**src/rtl/ctrl_req_sequencer.sv**
```systemverilog
// Control request sequencer: latches flush/irq/dbg pulses and
// issues them one at a time to the controller, DBG > IRQ > FLUSH.
module ctrl_req_sequencer #(
  parameter int TIMEOUT = 16
) (
  input  logic       clk_i,
  input  logic       rst_i,
  input  logic       flush_req_i,
  input  logic       irq_req_i,
  input  logic       dbg_req_i,
  input  logic       ack_i,
  input  logic       done_i,
  output logic       req_valid_o,
  output logic [1:0] req_kind_o,
  output logic [2:0] pending_o,
  output logic       busy_o,
  output logic       timeout_o,
  output logic [7:0] taken_cnt_o
);

  localparam int CW = $clog2(TIMEOUT + 1);
  localparam logic [CW-1:0] TMO_LIM = CW'(TIMEOUT - 1);

  localparam logic [1:0] S_IDLE  = 2'd0;
  localparam logic [1:0] S_ISSUE = 2'd1;
  localparam logic [1:0] S_WAIT  = 2'd2;

  localparam logic [1:0] K_NONE  = 2'b00;
  localparam logic [1:0] K_FLUSH = 2'b01;
  localparam logic [1:0] K_IRQ   = 2'b10;
  localparam logic [1:0] K_DBG   = 2'b11;

  logic [1:0]    state_q, state_d;
  logic [1:0]    kind_q, kind_d;
  logic [2:0]    pend_q, pend_d;
  logic [7:0]    cnt_q, cnt_d;
  logic [CW-1:0] tmo_q, tmo_d;
  logic          tpulse_q, tpulse_d;

  logic [1:0] pick_kind;
  logic [2:0] kind_oh;
  logic [2:0] req_set;
  logic       acked;

  assign req_set = {dbg_req_i, irq_req_i, flush_req_i};
  assign acked   = (state_q == S_ISSUE) && ack_i;

  // Highest-priority pending kind: DBG, then IRQ, then FLUSH.
  always_comb begin
    pick_kind = K_NONE;
    if (pend_q[2])      pick_kind = K_DBG;
    else if (pend_q[1]) pick_kind = K_IRQ;
    else if (pend_q[0]) pick_kind = K_FLUSH;
  end

  // One-hot pending bit belonging to the latched kind.
  always_comb begin
    kind_oh = 3'b000;
    unique case (kind_q)
      K_FLUSH: kind_oh = 3'b001;
      K_IRQ:   kind_oh = 3'b010;
      K_DBG:   kind_oh = 3'b100;
      default: kind_oh = 3'b000;
    endcase
  end

  // Sticky pending bits; a new pulse beats a same-cycle clear.
  always_comb begin
    pend_d = pend_q;
    if (acked) pend_d = pend_d & ~kind_oh;
    pend_d = pend_d | req_set;
  end

  // Wrapping count of acknowledged requests.
  always_comb begin
    cnt_d = cnt_q;
    if (acked) cnt_d = cnt_q + 8'd1;
  end

  // Sequencer FSM with ISSUE timeout; ack beats the timeout limit.
  always_comb begin
    state_d  = state_q;
    kind_d   = kind_q;
    tmo_d    = tmo_q;
    tpulse_d = 1'b0;
    unique case (state_q)
      S_IDLE: begin
        if (pend_q != 3'b000) begin
          state_d = S_ISSUE;
          kind_d  = pick_kind;
          tmo_d   = '0;
        end
      end
      S_ISSUE: begin
        if (ack_i) begin
          state_d = S_WAIT;
        end else if (tmo_q == TMO_LIM) begin
          state_d  = S_IDLE;
          kind_d   = K_NONE;
          tpulse_d = 1'b1;
        end else begin
          tmo_d = tmo_q + CW'(1);
        end
      end
      S_WAIT: begin
        if (done_i) begin
          state_d = S_IDLE;
          kind_d  = K_NONE;
        end
      end
      default: begin
        state_d = S_IDLE;
        kind_d  = K_NONE;
      end
    endcase
  end

  // State registers; reset discards coincident request pulses.
  always_ff @(posedge clk_i) begin
    if (rst_i) begin
      state_q  <= S_IDLE;
      kind_q   <= K_NONE;
      pend_q   <= 3'b000;
      cnt_q    <= 8'd0;
      tmo_q    <= '0;
      tpulse_q <= 1'b0;
    end else begin
      state_q  <= state_d;
      kind_q   <= kind_d;
      pend_q   <= pend_d;
      cnt_q    <= cnt_d;
      tmo_q    <= tmo_d;
      tpulse_q <= tpulse_d;
    end
  end

  assign req_valid_o = (state_q == S_ISSUE);
  assign busy_o      = (state_q != S_IDLE);
  assign req_kind_o  = kind_q;
  assign pending_o   = pend_q;
  assign timeout_o   = tpulse_q;
  assign taken_cnt_o = cnt_q;

endmodule

```
**config.mk**
```make
export PLATFORM = sky130hd
export DESIGN_NAME = ctrl_req_sequencer
export DESIGN_NICKNAME = d
export VERILOG_FILES = /design/src/rtl/ctrl_req_sequencer.sv
export SDC_FILE = /design/constraint.sdc
export NUM_CORES = 1
export LEC_CHECK = 0
export CAP_MARGIN = 20
export CORE_AREA = 4 4 71 73
export CTS_CLUSTER_DIAMETER = 30
export DETAILED_ROUTE_END_ITERATION = 8
export DIE_AREA = 0 0 75 77
export PLACE_DENSITY = 0.49
export SLEW_MARGIN = 25
export SYNTH_ARGS = -nofsm -noshare
export SYNTH_HDL_FRONTEND = slang
export SYNTH_SLANG_ARGS = --single-unit
```
**constraint.sdc**
```tcl
create_clock -name clk_i -period 2 [get_ports clk_i]
set_input_delay 0.3 -clock clk_i [delete_from_list [all_inputs] [get_ports clk_i]]
set_output_delay 0.3 -clock clk_i [all_outputs]
set_load 0.02 [all_outputs]
```
**Yosys cells after proc, flatten, opt, wreduce, memory -nomap -nowiden**

Index checks and enable logic that the tools add are counted.
Widths: inputs -> output; s select.

- Input bits: 7
- Output and inout port bits: 16
- Word-level logic and storage cells: 51
- Register bits: 21

- Equality and inequality tests: 12
- Add/subtract/negate cells: 2
- Bitwise logic cells: 4
- Reduce and logical (&&, ||, !) cells: 9
- Mux-type cells: 18

Operator list:

| cell | number |
|---|---|
| $mux 2 | 8 |
| $mux 5 | 3 |
| $pmux 2 s3 | 2 |
| $pmux 5 s2 | 1 |
| $pmux 3 s3 | 1 |
| $add 8x1->8 const B | 1 |
| $ne 2x2->1 const B | 4 |
| $reduce_and 4->1 | 2 |
| $eq 2x2->1 const B | 3 |
| $add 5x1->5 const B | 1 |
| $eq 5x4->1 const B | 1 |
| $eq 2x1->1 const B | 2 |
| $reduce_bool 2->1 | 2 |
| $and 3x3->3 | 1 |
| $mux 3 | 1 |
| $ne 3x2->1 const B | 1 |
| $not 3->3 | 1 |
| $or 3x3->3 | 1 |
| $reduce_and 3->1 | 1 |
| $reduce_bool 3->1 | 1 |
| $reduce_or 3->1 | 1 |
| $logic_not 2->1 | 1 |
| $mux 1 | 2 |
| $ne 2x1->1 const B | 1 |
| 2 further kinds | 2 |

**Logic depth before layout (Yosys ltp)**

Gate-level depths: netlist of the first run.

- Word-level depth: 6
- Depth in mapped cells: 6

**Worst setup path before layout of the first run**

OpenSTA, ideal clock, no wires.

- Path type: reg2reg
- From: register tmo_q[0]
- To: register tmo_q[2]
- Data required time: 1.919 ns
- Path slack: 0.204 ns
- Arrival time: 1.715 ns
- Buffers on the path: 0
- Cell stages (with the launch flop): 7
- Period minus slack after synthesis: 1.796 ns
- Cells stage by stage: dfxtp_1 > ha_1 > and3_1 > ha_1 > or2_4 > or4_1 > a41oi_1

- Cells in the longest elaborated chain, start to end: 4

Ends and longest elaborated chain:

| item | line | source |
|---|---|---|
| start: declaration | 37 | `logic [CW-1:0] tmo_q, tmo_d;` |
| start signal: assignment | 132 | `tmo_q <= tmo_d;` |
| $add 5x1->5 | 102 | `tmo_d = tmo_q + CW'(1);` |
| $mux 5 | 97 | `end else if (tmo_q == TMO_LIM) begin` |
| $mux 5 | 95 | `if (ack_i) begin` |
| $pmux 5 s2 | 86 | `unique case (state_q)` |

Several ways; a longest one is shown, not always the timed one. The select of a mux whose other input is x is not followed.
A chain may end at the register's enable or synchronous reset.

**Final worst setup path of the first run**

- From: register state_q[0]
- To: output busy_o

- Cells in the longest elaborated chain, start to end: 1

Ends and longest elaborated chain:

| item | line | source |
|---|---|---|
| start: declaration | 33 | `logic [1:0] state_q, state_d;` |
| start signal: assignment | 128 | `state_q <= state_d;` |
| $reduce_bool 2->1 | 138 | `assign busy_o = (state_q != S_IDLE);` |
| end: declaration | 16 | `output logic busy_o,` |

No other way between the ends.

==> flow_metrics.tcl, run 1 <==
set metrics [dict create \
    detail_route.iter0.violations 34 \
    p_comb_share_pct 19.6 \
    syn-num-nets 129 \
    timing.critical_path.to_type "output port" \
    timing.final.max_slew_violations 0 \
    clock_power_share_pct 30.5 \
    finalHoldViolCount 0 \
    number_of_synthesized_register_bits 21 \
    clock_skew_after_layout_ps 4.45 \
    clock_latency_of_the_later_clocked_register_in_the_worst_skew_pair_ps 260 \
    synth_enable_flop_cells 0 \
    synth_warnings 0 \
    globalRouteTotalUtil_pct 9.81 \
    cts.sinks 21 \
    final-setup-viol-count 0 \
    layout_common_cells "sky130_fd_sc_hd__clkdlybuf4s50_1 (21), sky130_fd_sc_hd__dfxtp_1 (21), sky130_fd_sc_hd__a21oi_1 (10)" \
    numCtsBuffers 3 \
    start_util_pct 24.3 \
    dp_slack_ps -14.2 \
    switching_power_w 0.000252 \
    post_drt_via_cell_ratio 4.92 \
    antenna_found_initial 0 \
    worst_path_cell_with_the_longest_stage_delay "sky130_fd_sc_hd__clkdlybuf4s50_1" \
    area.growth.synth_to_final_pct 33.6 \
    globalplace.congestion 0.769 \
    number_of_global_route_vias_before_repair 964 \
    ys_top_cells_by_area "sky130_fd_sc_hd__dfxtp_1 (40%), sky130_fd_sc_hd__a21oi_1 (4.7%), sky130_fd_sc_hd__ha_1 (4.7%)" \
    floorplan.die.height_um 77 \
    cpPeakStageDelay_ps 560 \
    timing.max_cap.violations 0 \
    worst-setup-path-type "register to output port" \
    synth_top_area_share_pct 39.7 \
    final_nets 157 \
    required_ps 1700 \
    power_density_nw_per_um2 649 \
    grt_setup_unrepaired "no" \
    top_level_ports 23 \
    n_antenna_cell 0 \
    period_share_pct 96.5 \
    vdd.ir_drop.worst_uv 240 \
    reg_power_share_pct 49.9 \
    finalPower_w 0.000918 \
    grt_first_pass_wirelength_um 4350 \
    synth.cell_area_um2 1060 \
    synth-async-reset-ratio_pct 0 \
    route.detailed.wl_per_inst_um 13.6 \
    pin_count_of_the_biggest_net_entering_global_routing 15 \
    die_x_um 75 \
    dr_total_vias 969 \
    detail_route.first_pass.iterations 4 \
    outcome "finished, final reports clean" \
    hp-class "register to register" \
    syn-instance-count 118 \
    synth_top_flop_cell "sky130_fd_sc_hd__dfxtp_1" \
    gr-total-overflow 0 \
    path_max_fanout 7 \
    place_hpwl_um 2030 \
    clockBufferDepth 2 \
    total_leakage_power_nw 0.527 \
    clk_pin_slew_worst_paths_ps 80 \
    cts_root_buffer "sky130_fd_sc_hd__clkbuf_8" \
    core.rowCount 24 \
    layout-drive-gt1-share_pct 13.8 \
    cts_tree "built" \
    worst_slew_margin_rel_pct 48.5 \
    power_switching_share_pct 27.4 \
    synthDistinctLibCells 38 \
    arrival_ps 1630 \
    port-buffer-count 22 \
    avgSynthCellArea_um2 8.97 \
    max_clock_freq_mhz 518 \
    synth_seq_area_share_pct 39.7 \
    antenna_left 0 \
    max_slew.worst_pin.slew_ps 766 \
    synth_area_leader_cell "sky130_fd_sc_hd__dfxtp_1" \
    crit_chain "buf_4 > or2_2 > clkdlybuf4s50_1" \
    finalCriticalPeriod_ps 1930 \
    internal-power_w 0.000666 \
    die_area_um2 5780 \
    postRouteWirelength_um 2680 \
    remaining_drcs 0 \
    postLayoutSetupSlackWorst_ps 69.3 \
    cts_htree_levels 1 \
    timing.critical_path.from_type "register" \
    core_area_um2 4350 \
]
repair_timing:
action                     in CTS  in global routing
setup buffers                   0                  0
hold buffers                    0                  0
hold endpoints to repair        0                  0
gates cloned                    0                  0
gates resized for setup         2                  1
setup endpoints to repair       3                  2
pin swaps                       0                  0
worst max-delay path, delay by kind of cell (launching register included):
| family | cells | cell delay, ps |
|---|---|---|
| buffers and inverters | 2 | 720 |
| flip-flops | 1 | 330 |
| AND/OR/NAND/NOR | 1 | 330 |
final cells by class:
class,count,area [um^2]
fill,446,2940
multi-input combinational,84,586
sequential,21,420
timing repair buffer,29,272
tap,52,65.1
clock buffer,4,45.0
inverter,7,26.3
cell families (layout without fill, tap and decap cells):
kind of cell               Yosys count  in the layout  share of synthesized area, %
AOI/OAI and AO/OA                   31             31                          18.7
xor gates and xnor gates             2              2                          1.66
DFF                                 21             21                          39.7
adders and majority gates            4              4                          4.73
muxes                                4              4                          4.14
buffers and inverters               13             40                          5.67
and+or+nand+nor                     43             43                          25.4
sequential cells by signal (all words and copies together), names as in the netlist:
name / flops
req_kind_o: 2
tmo_q: 5
timeout_o: 1
state_q: 2
pending_o: 3
taken_cnt_o: 8
power groups by stage:
stage	Clock [W]	Sequential [W]	Combinational, W
CTS	0.000296	0.000458	0.000181
global route	0.000309	0.000462	0.000195
floorplan	0	0.000478	0.0000869
detailed placement	0	0.000468	0.000180
finish	0.000280	0.000458	0.000180
global placement	0	0.000467	0.000178
final timing paths:
check                               startpoint              to  slack (ps)  cells after the start
worst max-delay path                state_q[0]          busy_o          70                      3
worst min-delay path            taken_cnt_o[6]  taken_cnt_o[6]         510                      2
worst max register to register        tmo_q[0]        tmo_q[2]          90                      6
worst min register to register  taken_cnt_o[6]  taken_cnt_o[6]         510                      2
stage by stage:
stage	TNS (ps)	area [um^2]	cells	hold slack (ps)	utilization, %
2_1_floorplan	0	1060	118	429	-
3_3_place_gp	0	1360	193	480	31.3
3_5_place_dp	-14.2	1360	193	498	31.3
4_1_cts	0	1410	197	510	32.4
5_1_grt	0	1410	197	532	32.5
6_report	0	1410	197	507	32.5
per-layer routing:
metal | vias to the layer above | wire length (um) | track usage (%)
met5 | - | 0 | 0
met4 | 0 | 36 | 4.80
met3 | 2 | 105 | 2.22
met2 | 15 | 1320 | 16.4
met1 | 464 | 1220 | 11.4
li1 | 488 | - | -
synth_stat cells, types with 2 or more instances:
cell	instances
sky130_fd_sc_hd__dfxtp_1	21
sky130_fd_sc_hd__a21oi_1	10
sky130_fd_sc_hd__o21ai_0	9
sky130_fd_sc_hd__inv_1	7
sky130_fd_sc_hd__nand2b_1	7
sky130_fd_sc_hd__nand2_1	5
sky130_fd_sc_hd__ha_1	4
sky130_fd_sc_hd__nand3_1	4
sky130_fd_sc_hd__nor2_1	4
sky130_fd_sc_hd__nor3_1	4
sky130_fd_sc_hd__buf_2	3
sky130_fd_sc_hd__mux2_2	3
sky130_fd_sc_hd__o32ai_1	3
sky130_fd_sc_hd__or3_1	3
sky130_fd_sc_hd__or4_1	3
sky130_fd_sc_hd__a2bb2oi_1	2
sky130_fd_sc_hd__nand4b_1	2
sky130_fd_sc_hd__nor2b_1	2
sky130_fd_sc_hd__nor4_1	2
sky130_fd_sc_hd__xor2_1	2
(Power assumes the default switching activity.)
==> inputs of run 2 (changes only) <==
--- a/config.mk
+++ b/config.mk
@@ -6,10 +6,10 @@
 export NUM_CORES = 1
 export LEC_CHECK = 0
 export CAP_MARGIN = 20
-export CORE_AREA = 4 4 71 73
+export CORE_AREA = 4 4 78 66
 export CTS_CLUSTER_DIAMETER = 30
 export DETAILED_ROUTE_END_ITERATION = 8
-export DIE_AREA = 0 0 75 77
+export DIE_AREA = 0 0 82 70
 export PLACE_DENSITY = 0.49
 export SLEW_MARGIN = 25
 export SYNTH_ARGS = -nofsm -noshare
==> run 2 against run 1 <==
Compared with the run above: register-to-register slack worse by 20 ps; combinational power hardly changed; critical path depth up 3; wire length is 5.5% lower; sequential power about the same; sequential cell count is the same; cell count up 4.6%; clock skew fell by 1.3 ps.
==> flow_metrics.tcl, run 2 (synthesis gave the netlist of run 1 again) <==
set metrics [dict create \
    r2r_slack_ps 70 \
    gr-total-overflow 0 \
    pin_count_of_the_biggest_net_entering_global_routing 19 \
    final_nets 158 \
    worst_hold_path_depth 2 \
    place_hpwl_um 1910 \
    globalRouteTotalUtil_pct 9.56 \
    antenna_left 0 \
    outcome "finished, final reports clean" \
    remaining_drcs 0 \
    cts_htree_levels 1 \
    port-buffer-count 22 \
    start_util_pct 24.0 \
    die_area_um2 5740 \
    post_layout_nonfiller_instances 206 \
    hold_start "tmo_q[3]" \
    globalplace.congestion 0.840 \
    numCtsBuffers 3 \
    worstRegToRegCells 6 \
    timing.critical_path.from_type "register" \
    mostFrequentLayoutCell "sky130_fd_sc_hd__dfxtp_1" \
    vdd.ir_drop.worst_uv 331 \
    post_route_utilization_pct 32.5 \
    die_x_um 82 \
    cts_hold_repair.buffers 0 \
    total_leakage_power_nw 0.548 \
    post_drt_via_cell_ratio 4.73 \
    floorplan.die.height_um 70 \
    postRouteWirelength_um 2530 \
    finalHoldViolCount 0 \
    worst-setup-path-type "register to register" \
    area.growth.synth_to_final_pct 35.3 \
    path_max_fanout 5 \
    cts.sinks 21 \
    layout-drive-gt1-share_pct 14.4 \
    cts_tree "built" \
    top_level_ports 23 \
    max_clock_freq_mhz 519 \
    number_of_global_route_vias_before_repair 990 \
    layout_common_cells "sky130_fd_sc_hd__dfxtp_1 (21), sky130_fd_sc_hd__clkdlybuf4s50_1 (20), sky130_fd_sc_hd__a21oi_1 (10)" \
    core_area_um2 4400 \
    route.detailed.wl_per_inst_um 12.3 \
    max_slew.worst_pin.slew_ps 655 \
    largest_reg_flops 8 \
    detail_route.iter0.violations 55 \
    timing.final.max_slew_violations 0 \
    finalHoldWorstSlack_ps 510 \
    worst_slew_margin_rel_pct 55.9 \
    power_density_nw_per_um2 641 \
    clock_latency_of_the_later_clocked_register_in_the_worst_skew_pair_ps 260 \
    cts_root_buffer "sky130_fd_sc_hd__clkbuf_8" \
    rr_endpoint "tmo_q[2]" \
    period_share_pct 96.3 \
    arrival_ps 2110 \
    min_delay_worst_endpoint "tmo_q[3]" \
    setup-tns-final_ps 0 \
    finalPower_w 0.000918 \
    n_antenna_cell 0 \
    clk_pin_slew_worst_paths_ps 80 \
    antenna_found_initial 0 \
    timing.critical_path.to_type "register" \
    r2r_start "tmo_q[0]" \
    detail_route.first_pass.iterations 4 \
    required_ps 2180 \
    grt_first_pass_wirelength_um 4420 \
    count_of_placed_standard_cells_including_taps 202 \
    finalCriticalPeriod_ps 1930 \
    clock_skew_after_layout_ps 3.13 \
    clockBufferDepth 2 \
    hp-class "register to register" \
    final-setup-viol-count 0 \
    dr_total_vias 974 \
    timing.max_cap.violations 0 \
    core.rowCount 22 \
]
==> run 2: cell types whose count changed in the layout (fill, tap and decap cells not counted), sizes merged <==
| cell | change |
|---|---|
| clkbuf | -1 |
| clkinv | +1 |
| buf | +1 |
| dlymetal6s2s | +1 |
| clkdlybuf4s50 | -1 |
==> run 2: worst max-delay path by stage <==
stage          startpoint  endpoint  slack [ps]  cells after the start
6_report         tmo_q[0]  tmo_q[2]          70                      6
5_1_grt          tmo_q[0]  tmo_q[2]        -0.6                      6
4_1_cts          tmo_q[0]  tmo_q[0]          10                      6
3_5_place_dp     tmo_q[0]  tmo_q[3]          30                      6
3_3_place_gp     tmo_q[0]  tmo_q[3]         110                      6
2_1_floorplan    tmo_q[0]  tmo_q[2]         200                      6
==> run 2: area by class of cell <==
class | count | area, um^2
tap | 60 | 75.1
fill | 466 | 2970
sequential | 21 | 420
clock inverter | 1 | 5.00
clock buffer | 3 | 41.3
timing repair buffer | 30 | 282
inverter | 7 | 26.3
multi-input combinational | 84 | 583
==> run 2: what timing repair did <==
action                     CTS  global route
gates resized for setup      1             2
setup endpoints to repair    1             5
buffers inserted             0             0
==> run 2: layer usage <==
layer  track usage, %  vias to the layer above  share of wire [%]
li1                 -                      489                  -
met1             11.4                      467                 46
met2             16.1                       16                 50
met5                0                        -                  0
met4             4.43                        0                1.4
met3             2.06                        2                3.0
==> run 2: through the flow <==
step                      setup slack [ps]  area (um^2)
after floorplan                        204         1060
after global placement                 106         1380
after detailed placement              32.6         1380
after CTS                             14.8         1430
after global routing                -0.584         1430
final                                 73.8         1430
==> run 2: power by group <==
part | switching, W | internal, W
Combinational | 0.0000879 | 0.0000889
Sequential | 0.0000239 | 0.000436
Clock | 0.000143 | 0.000139
Total | 0.000255 | 0.000663
==> run 2: worst max-delay path, stage by stage, from the launching register on <==
cell	delay, ps
sky130_fd_sc_hd__dfxtp_1	340
sky130_fd_sc_hd__ha_1	220
sky130_fd_sc_hd__and3_1	210
sky130_fd_sc_hd__ha_1	220
sky130_fd_sc_hd__or2_4	280
sky130_fd_sc_hd__or4_1	390
sky130_fd_sc_hd__a41oi_1	190
